===== src/rtl/gift_pool_pkg.sv =====
// rtl/gift_pool_pkg.sv - shared gift kinds, screen geometry and LFSR step
package gift_pool_pkg;

  typedef enum logic [2:0] {
    KIND_INC = 3'd0,
    KIND_DEC = 3'd1,
    KIND_SPU = 3'd2,
    KIND_SPD = 3'd3,
    KIND_HID = 3'd4,
    KIND_SOT = 3'd5,
    KIND_DRP = 3'd6,
    KIND_MUL = 3'd7
  } gift_kind_e;

  localparam int SCREEN_W = 640;
  localparam int SCREEN_H = 480;
  localparam int BOTTOM_Y = SCREEN_H;
  localparam int COORD_W  = $clog2(SCREEN_W);
  localparam int KIND_W   = 3;

  // Galois form of x^32 + x^22 + x^2 + x + 1, shifting right.
  localparam logic [31:0] LFSR_TAPS = 32'h8020_0003;

  function automatic logic [31:0] lfsr_next(input logic [31:0] s);
    return {1'b0, s[31:1]} ^ (s[0] ? LFSR_TAPS : 32'h0);
  endfunction

endpackage


===== src/rtl/gift_pool_lfsr.sv =====
// rtl/gift_pool_lfsr.sv - free-running 32-bit Galois LFSR for spawn rolls and kinds
module gift_lfsr
  import gift_pool_pkg::*;
#(
  parameter logic [31:0] SEED = 32'hACE1_2468
) (
  input  logic        clock,
  input  logic        reset,
  output logic [31:0] lfsr
);

  always_ff @(posedge clock) begin
    if (reset) begin
      lfsr <= SEED;
    end else begin
      lfsr <= lfsr_next(lfsr);
    end
  end

endmodule


===== src/rtl/gift_pool.sv =====
// rtl/gift_pool.sv - pool of falling gifts with spawn, fall, loss and paddle catch
module gift_pool
  import gift_pool_pkg::*;
#(
  parameter int          NSLOT    = 4,
  parameter int          CHANCE   = 8,
  parameter int          FALL_DIV = 2,
  parameter int          STEP     = 1,
  parameter int          BOTTOM   = BOTTOM_Y,
  parameter int          PADDLE_W = 64,
  parameter int          GIFT_H   = 8,
  parameter logic [31:0] SEED     = 32'hACE1_2468
) (
  input  logic                       clock,
  input  logic                       reset,
  input  logic                       spawn,
  input  logic [COORD_W-1:0]         in_x,
  input  logic [COORD_W-1:0]         in_y,
  input  logic                       tick,
  input  logic [COORD_W-1:0]         paddle_x,
  input  logic [COORD_W-1:0]         paddle_y,
  output logic [NSLOT-1:0]           active,
  output logic [COORD_W*NSLOT-1:0]   x_flat,
  output logic [COORD_W*NSLOT-1:0]   y_flat,
  output logic [KIND_W*NSLOT-1:0]    kind_flat,
  output logic                       caught,
  output logic [KIND_W-1:0]          caught_kind,
  output logic                       lost
);

  localparam int CNT_W = (FALL_DIV > 1) ? $clog2(FALL_DIV) : 1;
  localparam logic [CNT_W-1:0]   CNT_LAST = CNT_W'(FALL_DIV - 1);
  localparam logic [COORD_W:0]   STEP_X   = (COORD_W + 1)'(STEP);
  localparam logic [COORD_W:0]   BOTTOM_X = (COORD_W + 1)'(BOTTOM);
  localparam logic [COORD_W:0]   PW_X     = (COORD_W + 1)'(PADDLE_W);
  localparam logic [COORD_W:0]   GH_X     = (COORD_W + 1)'(GIFT_H);
  localparam logic [5:0]         CHANCE_X = 6'(CHANCE);

  logic [31:0]      lfsr;
  logic [4:0]       roll;
  logic             spawn_ok;
  logic [CNT_W-1:0] fall_cnt;
  logic             fall_wrap;
  logic [COORD_W:0] paddle_right;
  logic [NSLOT-1:0] free_vec;
  logic [NSLOT-1:0] alloc_sel;
  logic [NSLOT-1:0] catch_vec;
  logic [NSLOT-1:0] catch_sel;
  logic [NSLOT-1:0] lose_vec;
  gift_kind_e       sel_kind;
  logic             unused_lfsr_hi;

  gift_lfsr #(.SEED(SEED)) u_lfsr (
    .clock (clock),
    .reset (reset),
    .lfsr  (lfsr)
  );

  assign roll           = lfsr[4:0];
  assign unused_lfsr_hi = ^lfsr[31:5];
  assign spawn_ok       = spawn && ({1'b0, roll} < CHANCE_X);
  assign fall_wrap      = tick && (fall_cnt == CNT_LAST);
  assign paddle_right   = {1'b0, paddle_x} + PW_X;

  // Lowest set bit wins: v & -v isolates it.
  assign free_vec  = ~active;
  assign alloc_sel = free_vec & (~free_vec + 1'b1);
  assign catch_sel = catch_vec & (~catch_vec + 1'b1);

  always_ff @(posedge clock) begin
    if (reset) begin
      fall_cnt <= '0;
    end else if (tick) begin
      fall_cnt <= fall_wrap ? '0 : fall_cnt + 1'b1;
    end
  end

  for (genvar i = 0; i < NSLOT; i++) begin : g_slot
    logic               act_r;
    logic [COORD_W-1:0] x_r;
    logic [COORD_W-1:0] y_r;
    gift_kind_e         kind_r;
    logic [COORD_W:0]   y_next;

    assign y_next = {1'b0, y_r} + STEP_X;

    assign catch_vec[i] = act_r
                        && (x_r >= paddle_x)
                        && ({1'b0, x_r} < paddle_right)
                        && (({1'b0, y_r} + GH_X) >= {1'b0, paddle_y})
                        && (y_r <= paddle_y);

    assign lose_vec[i] = act_r && !catch_sel[i] && fall_wrap && (y_next >= BOTTOM_X);

    // Allocation only looks at slots already free at cycle start.
    always_ff @(posedge clock) begin
      if (reset) begin
        act_r  <= 1'b0;
        x_r    <= '0;
        y_r    <= '0;
        kind_r <= KIND_INC;
      end else if (catch_sel[i]) begin
        act_r <= 1'b0;
      end else if (act_r) begin
        if (fall_wrap) begin
          if (y_next >= BOTTOM_X) begin
            act_r <= 1'b0;
          end else begin
            y_r <= y_next[COORD_W-1:0];
          end
        end
      end else if (spawn_ok && alloc_sel[i]) begin
        act_r  <= 1'b1;
        x_r    <= in_x;
        y_r    <= in_y;
        kind_r <= gift_kind_e'(lfsr[2:0]);
      end
    end

    assign active[i]                         = act_r;
    assign x_flat[i*COORD_W +: COORD_W]      = x_r;
    assign y_flat[i*COORD_W +: COORD_W]      = y_r;
    assign kind_flat[i*KIND_W +: KIND_W]     = kind_r;
  end

  always_comb begin
    sel_kind = KIND_INC;
    for (int i = 0; i < NSLOT; i++) begin
      if (catch_sel[i]) begin
        sel_kind = gift_kind_e'(kind_flat[i*KIND_W +: KIND_W]);
      end
    end
  end

  always_ff @(posedge clock) begin
    if (reset) begin
      caught      <= 1'b0;
      caught_kind <= '0;
      lost        <= 1'b0;
    end else begin
      caught <= |catch_vec;
      lost   <= |lose_vec;
      if (|catch_vec) begin
        caught_kind <= sel_kind;
      end
    end
  end

endmodule


===== config.mk =====
export PLATFORM = sky130hd
export DESIGN_NAME = gift_pool
export DESIGN_NICKNAME = d
export VERILOG_FILES = /design/src/rtl/gift_pool_pkg.sv /design/src/rtl/gift_pool_lfsr.sv /design/src/rtl/gift_pool.sv
export SDC_FILE = /design/constraint.sdc
export NUM_CORES = 1
export LEC_CHECK = 0
export CAP_MARGIN = 20
export CORE_MARGIN = 3
export CORE_UTILIZATION = 45
export CTS_CLUSTER_SIZE = 25
export DETAILED_ROUTE_END_ITERATION = 16
export HOLD_SLACK_MARGIN = 0.03
export PLACE_DENSITY = 0.7
export SYNTH_ARGS = -nofsm -noshare
export SYNTH_HDL_FRONTEND = slang
export SYNTH_HIERARCHICAL = 1
export SYNTH_SLANG_ARGS = --single-unit

===== constraint.sdc =====
create_clock -name clock -period 7.3 [get_ports clock]
set_input_delay 1.095 -clock clock [delete_from_list [all_inputs] [get_ports clock]]
set_output_delay 1.095 -clock clock [all_outputs]
set_load 0.1 [all_outputs]

==> results.json, run 1 <==
{
  "vias": 8837,
  "viasPerCell": 5.83,
  "finalCoreUtilization": 0.564,
  "nNetsFinal": 1416,
  "gr-total-overflow": 0,
  "final-setup-viol-count": 0,
  "post-dp-hpwl_um": 21200,
  "path_clk_slew_ns": 0.07,
  "p_per_area_nw_per_um2": 179,
  "grt_pass1_wl_um": 45300,
  "skew_ns": 0.00968,
  "ctsHoldBuffers": 0,
  "area.growth.synth_to_final_pct": 22.1,
  "synthArstFlopShare": 0,
  "leakage_uw": 0.00478,
  "path_max_fanout": 13,
  "finalHoldViolCount": 0,
  "drive_gt1_frac": 0.0505,
  "outcome": "complete, no violations",
  "cts_made_buffers": 17,
  "die_w_um": 151,
  "max_stage_delay_ns": 0.80,
  "antenna_found_initial": 1,
  "cts_buffer_depth": 2,
  "ant_nets": 0,
  "remaining_drc_errors": 0,
  "slew_viol_final": 0,
  "ys.flop_type": "dfxtp_1",
  "min_path_type": "flop to flop",
  "critPathLaunchType": "input pin",
  "min_to": "u_lfsr/lfsr[27]$_SDFF_PP1_",
  "r2r-start": "g_slot[0].y_r[3]$_SDFFE_PP0P_",
  "hold_depth": 1,
  "rows": 52,
  "finalSetupTns_ns": 0,
  "cts_setup_buffers": 0,
  "slowest_stage": "a41oi_2",
  "worstPathArrival_ns": 5.07,
  "yosysTopAreaCell": "dfxtp_1",
  "synth.distinct_cells": 78,
  "h-tree-depth": 4,
  "layout_commonest_cell": "clkdlybuf4s50_1",
  "synth-edff-count": 0,
  "crit_buf_inv": 1,
  "grt_max_degree": 97,
  "ios": 145,
  "ys_seq_area_frac": 0.285,
  "clock-root-buffer": "clkbuf_16",
  "clock_latency_ns": 0.43,
  "tritoncts": "yes",
  "synth_area_leaders": "dfxtp_1 29%, ha_1 18%, a21oi_1 5.7%, nand2_1 5.1%, mux2i_1 3.8%",
  "crit_path_end_kind": "flop",
  "reg2reg_slack_ns": 3.30,
  "whs_ns": 0.406,
  "globalplace.congestion": 0.908,
  "rr_worst_depth": 12,
  "wl_per_cell_um": 18.8,
  "synth_nets": 1303,
  "drt_wl_total_um": 28600,
  "yosys_warnings": 6,
  "clock_sinks": 134,
  "dr.pass1.iters": 6,
  "grt_use_total": 0.253,
  "syn_area_um2": 9400,
  "synth_cells": 1122,
  "worst_pin_slew_ns": 1.08,
  "synth_area_per_cell_um2": 8.38,
  "initialDrtViolationCount": 767,
  "min_period_ns": 4.73,
  "nFillCells": 1902,
  "worstHoldStart": "u_lfsr/lfsr[28]$_SDFF_PP0_",
  "cts-resized-gates": 0,
  "drv_cap": 0,
  "peakVddDrop_v": 0.000154,
  "fin_crit_sh": 0.649,
  "die_h_um": 151,
  "r2r-end": "g_slot[2].y_r[0]$_SDFFE_PP0P_",
  "crit_chain": "clkdlybuf4s50_1 -> ha_1 -> xnor2_1 -> ha_1 -> a21o_1 -> a21oi_1 -> o21ai_0 -> a21oi_1 -> nand4_1 -> a41oi_2 -> o21ai_1 -> a221oi_2",
  "cp_top_family": "compound AO/OA/AOI/OAI gates",
  "ys_seq_elements": 134,
  "max-slew-margin-rel": 0.275,
  "grt_pass1_vias": 8366,
  "final_cell_mix": "143 x clkdlybuf4s50_1, 137 x ha_1, 134 x dfxtp_1",
  "path_class": "input pin to flop",
  "rsz0062_at_grt": "no",
  "die-area_um2": 22700,
  "critPathRequiredTime_ns": 7.63,
  "synth_top_area_frac": 0.285,
  "clock.fmax_mhz": 211,
  "core_um2": 20400,
  "io_buffers": 144,
  "start_util": 0.462,
  "diodes": 0
}
## through the flow
step                      cells  total power, uW  worst slack, ns  instance area [um^2]
after CTS                  1517             2060             2.67                 11500
after global placement     1486             1260             2.36                 10900
after detailed placement   1486             1260             2.20                 10900
final                      1517             2050             2.57                 11500
after floorplan            1122             1140             3.35                  9400
after global routing       1517             2140             2.25                 11500
## state kept, by name, summed over array words and instances, names as in the netlist
register       count
fall_cnt           1
g_slot.act_r       4
caught_kind        3
g_slot.y_r        40
g_slot.kind_r     12
u_lfsr/lfsr       32
lost               1
caught             1
g_slot.x_r        40
## Yosys cell counts, types with 5 or more instances
cell type,n
ha_1,137
dfxtp_1,134
nand2_1,128
a21oi_1,107
nor2_1,70
inv_1,50
o21ai_0,38
mux2i_1,36
nand3_1,35
nor2b_1,35
clkbuf_1,33
a21o_1,24
nor3_1,19
xnor2_1,19
nand4_1,17
o32ai_1,14
or2_1,14
xor2_1,12
nand2b_1,11
a221oi_1,9
and3_1,9
o22ai_1,9
a31oi_1,8
buf_2,8
buf_4,8
o21a_1,8
o211ai_1,7
or3_1,7
a211oi_1,6
o31ai_1,6
a211o_1,5
a21boi_1,5
o2111ai_1,5
## how the worst max path moves through the flow
stage	start	end	slack (ns)	cells after the start
2_1_floorplan	g_slot[0].y_r[4]$_SDFFE_PP0P_	g_slot[3].y_r[4]$_SDFFE_PP0P_	3.35	14
3_3_place_gp	paddle_x[6]	g_slot[2].y_r[0]$_SDFFE_PP0P_	2.36	12
3_5_place_dp	paddle_x[6]	g_slot[2].y_r[0]$_SDFFE_PP0P_	2.20	12
4_1_cts	paddle_x[6]	g_slot[2].y_r[0]$_SDFFE_PP0P_	2.67	12
5_1_grt	paddle_x[6]	g_slot[2].y_r[0]$_SDFFE_PP0P_	2.25	12
6_report	paddle_x[6]	g_slot[2].y_r[0]$_SDFFE_PP0P_	2.57	12
## kinds of logic (layout without fill, tap and decap cells)
logic type / Yosys count / count (layout) / share of synthesized area
flops: 134 / 134 / 0.285
compound gates: 300 / 300 / 0.216
simple gates: 375 / 375 / 0.196
buf+inv: 107 / 232 / 0.0502
xor+xnor: 31 / 31 / 0.0289
mux: 38 / 38 / 0.0407
fa+ha+maj: 137 / 137 / 0.182
## power by group
part | leakage, uW | switching [uW] | internal [uW]
Clock | 0.000260 | 357 | 440
Combinational | 0.00343 | 296 | 150
Sequential | 0.00109 | 45.8 | 762
## layer usage
layer / GRT usage / up-vias / wire length (um)
met5: 0 / - / 13
met4: 0.0901 / 2 / 875
met3: 0.0614 / 65 / 2020
met2: 0.396 / 323 / 12600
met1: 0.340 / 4134 / 13000
li1: - / 4313 / -
## final cells by class
cell class / count / area [um^2] / area share
well taps: 270 / 338 / 0.0294
inverters: 52 / 195 / 0.0170
clock inverters: 14 / 114 / 0.00992
repair buffers: 149 / 1480 / 0.129
flip-flops and latches: 134 / 2680 / 0.234
multi-input cells: 881 / 6250 / 0.544
clock buffers: 17 / 425 / 0.0371
Power figures use the tool's default switching activity.
==> inputs of run 2 (changes only) <==
==> constraint.sdc (replaced) <==
create_clock -name clock -period 4.4 [get_ports clock]
set_input_delay 0.66 -clock clock [delete_from_list [all_inputs] [get_ports clock]]
set_output_delay 0.66 -clock clock [all_outputs]
set_load 0.1 [all_outputs]
==> run 2 against run 1 <==
Net effect: via count up 0.46%; routed wire length hardly changed; cell area is 1.5% higher.
==> results.json, run 2 (synthesis gave the netlist of run 1 again) <==
{
  "slew_viol_final": 0,
  "stdcell_area_um2": 11700,
  "peakVddDrop_v": 0.000260,
  "gr-total-overflow": 0,
  "drive_gt1_frac": 0.0596,
  "h-tree-depth": 4,
  "power_frac_comb": 0.210,
  "nFillCells": 1845,
  "drt_wl_total_um": 28600,
  "fin_crit_sh": 0.899,
  "hold_depth": 1,
  "dr.pass1.iters": 7,
  "gr-usage-met3": 0.0620,
  "cts_setup_buffers": 0,
  "critPathMostFrequentCell": "ha_1",
  "start_util": 0.462,
  "critPathRequiredTime_ns": 4.78,
  "p_per_area_nw_per_um2": 309,
  "post-dp-hpwl_um": 21400,
  "rows": 52,
  "rsz0062_at_grt": "no",
  "clock-root-buffer": "clkbuf_16",
  "grt_pass1_wl_um": 45200,
  "ios": 145,
  "layout_commonest_cell": "clkdlybuf4s50_1",
  "rr_worst_depth": 12,
  "cts_buffer_depth": 2,
  "remaining_drc_errors": 0,
  "crit_chain": "ha_1 -> and3_1 -> nand3_1 -> xnor2_1 -> ha_1 -> nor2b_1 -> a311o_1 -> a41o_1 -> and4_4 -> a211oi_4 -> and2_1 -> o221a_1",
  "tritoncts": "yes",
  "ant_nets": 0,
  "grt_max_degree": 85,
  "swShare": 0.335,
  "crit_path_end_kind": "flop",
  "whs_ns": 0.405,
  "cts-resized-gates": 0,
  "slowest_stage": "a211oi_4",
  "critPathLaunchType": "flop",
  "outcome": "complete, no violations",
  "grt_util_met2": 0.396,
  "dpl_cell_area_um2": 11000,
  "gr-usage-met1": 0.343,
  "final_cell_mix": "143 x clkdlybuf4s50_1, 137 x ha_1, 134 x dfxtp_1",
  "max-slew-margin-rel": 0.285,
  "die_h_um": 151,
  "grt_use_total": 0.254,
  "crit_buf_inv": 0,
  "clock_latency_ns": 0.43,
  "max_stage_delay_ns": 0.59,
  "globalplace.congestion": 0.930,
  "worst_pin_slew_ns": 1.07,
  "path_class": "flop to flop",
  "cp_top_family": "compound AO/OA/AOI/OAI gates",
  "leakage_uw": 0.00489,
  "finalSetupTns_ns": 0,
  "path_clk_slew_ns": 0.06,
  "diodes": 0,
  "ctsHoldBuffers": 0,
  "initialDrtViolationCount": 663,
  "drv_cap": 0,
  "wl_per_cell_um": 18.7,
  "clock.fmax_mhz": 253,
  "power_switching_uw": 1210,
  "final-setup-viol-count": 0,
  "grt-busiest-layer": "met2",
  "reg2reg_slack_ns": 0.45,
  "intPower_uw": 2390,
  "r2r-end": "g_slot[3].y_r[4]$_SDFFE_PP0P_",
  "fin_cells": 1529,
  "die-area_um2": 22700,
  "nNetsFinal": 1427,
  "path_max_fanout": 14,
  "area.growth.synth_to_final_pct": 24.0,
  "antenna_found_initial": 0,
  "worstPathArrival_ns": 4.33,
  "skew_ns": 0.00823,
  "io_buffers": 144,
  "seqPwrFrac": 0.371,
  "vias": 8878,
  "die_w_um": 151,
  "clockPowerShare": 0.420,
  "finalHoldViolCount": 0,
  "top_regs": "g_slot.x_r (40), g_slot.y_r (40), u_lfsr/lfsr (32)",
  "min_period_ns": 3.95,
  "min_path_type": "flop to flop",
  "worstHoldStart": "u_lfsr/lfsr[6]$_SDFF_PP1_",
  "total_power_uw": 3600,
  "grt_pass1_vias": 8314,
  "viasPerCell": 5.81,
  "r2r-start": "g_slot[0].y_r[4]$_SDFFE_PP0P_",
  "min_to": "u_lfsr/lfsr[5]$_SDFF_PP1_",
  "clock_sinks": 134,
  "core_um2": 20400,
  "dp.cells": 1497,
  "cts_made_buffers": 17
}
run 2: cell count changes in the layout (fill, tap and decap cells not counted):
| cell | delta |
|---|---|
| buf_4 | +11 |
| clkinv_8 | +2 |
| clkinv_2 | -2 |
| inv_6 | -4 |
| clkinvlp_4 | -3 |
| inv_8 | +5 |
| clkinv_4 | +1 |
| bufinv_16 | +2 |
run 2: metal layers:
metal,up-vias,wire length (um),share of wire
met2,324,12700,0.44
li1,4356,-,-
met5,-,0,0
met3,46,2090,0.073
met4,0,665,0.023
met1,4152,13100,0.46
run 2: worst reg2reg max path: stages, from the launching register on:
cell and delay (ns):
dfxtp_1 0.52, ha_1 0.33, and3_1 0.29, nand3_1 0.12
xnor2_1 0.16, ha_1 0.29, nor2b_1 0.14, a311o_1 0.32
a41o_1 0.27, and4_4 0.20, a211oi_4 0.59, and2_1 0.45
o221a_1 0.24
run 2: worst max path at each step:
| stage | start | to | slack [ns] | cells past startpoint |
|---|---|---|---|---|
| after CTS | g_slot[0].y_r[4]$_SDFFE_PP0P_ | g_slot[3].y_r[4]$_SDFFE_PP0P_ | 0.46 | 12 |
| after floorplan | g_slot[0].y_r[4]$_SDFFE_PP0P_ | g_slot[3].y_r[4]$_SDFFE_PP0P_ | 0.45 | 14 |
| after detailed placement | paddle_x[6] | lost$_SDFF_PP0_ | 0.21 | 11 |
| final | g_slot[0].y_r[4]$_SDFFE_PP0P_ | g_slot[3].y_r[4]$_SDFFE_PP0P_ | 0.45 | 12 |
| after global placement | paddle_x[6] | lost$_SDFF_PP0_ | 0.32 | 11 |
| after global routing | g_slot[0].y_r[4]$_SDFFE_PP0P_ | g_slot[3].y_r[9]$_SDFFE_PP0P_ | 0.23 | 12 |
run 2: power groups by stage:
stage	clock, uW	combinational [uW]	sequential (uW)
floorplan	0	373	1510
global route	1580	821	1340
finish	1510	754	1330
detailed placement	0	747	1360
CTS	1530	751	1330
global placement	0	735	1360
run 2: metrics by stage:
| stage | util | setup WS, ns |
|---|---|---|
| 2_1_floorplan | - | 0.454 |
| 3_3_place_gp | 0.541 | 0.320 |
| 3_5_place_dp | 0.541 | 0.208 |
| 4_1_cts | 0.572 | 0.462 |
| 5_1_grt | 0.572 | 0.228 |
| 6_report | 0.572 | 0.445 |
run 2: cell type report:
| cell class | instances | area, um^2 | share of cell area |
|---|---|---|---|
| sequential | 134 | 2680 | 0.230 |
| inverter | 52 | 195 | 0.0168 |
| clock inverter | 15 | 204 | 0.0175 |
| tap | 270 | 338 | 0.0290 |
| timing repair buffer | 160 | 1560 | 0.134 |
| multi-input combinational | 881 | 6250 | 0.536 |
| clock buffer | 17 | 425 | 0.0365 |
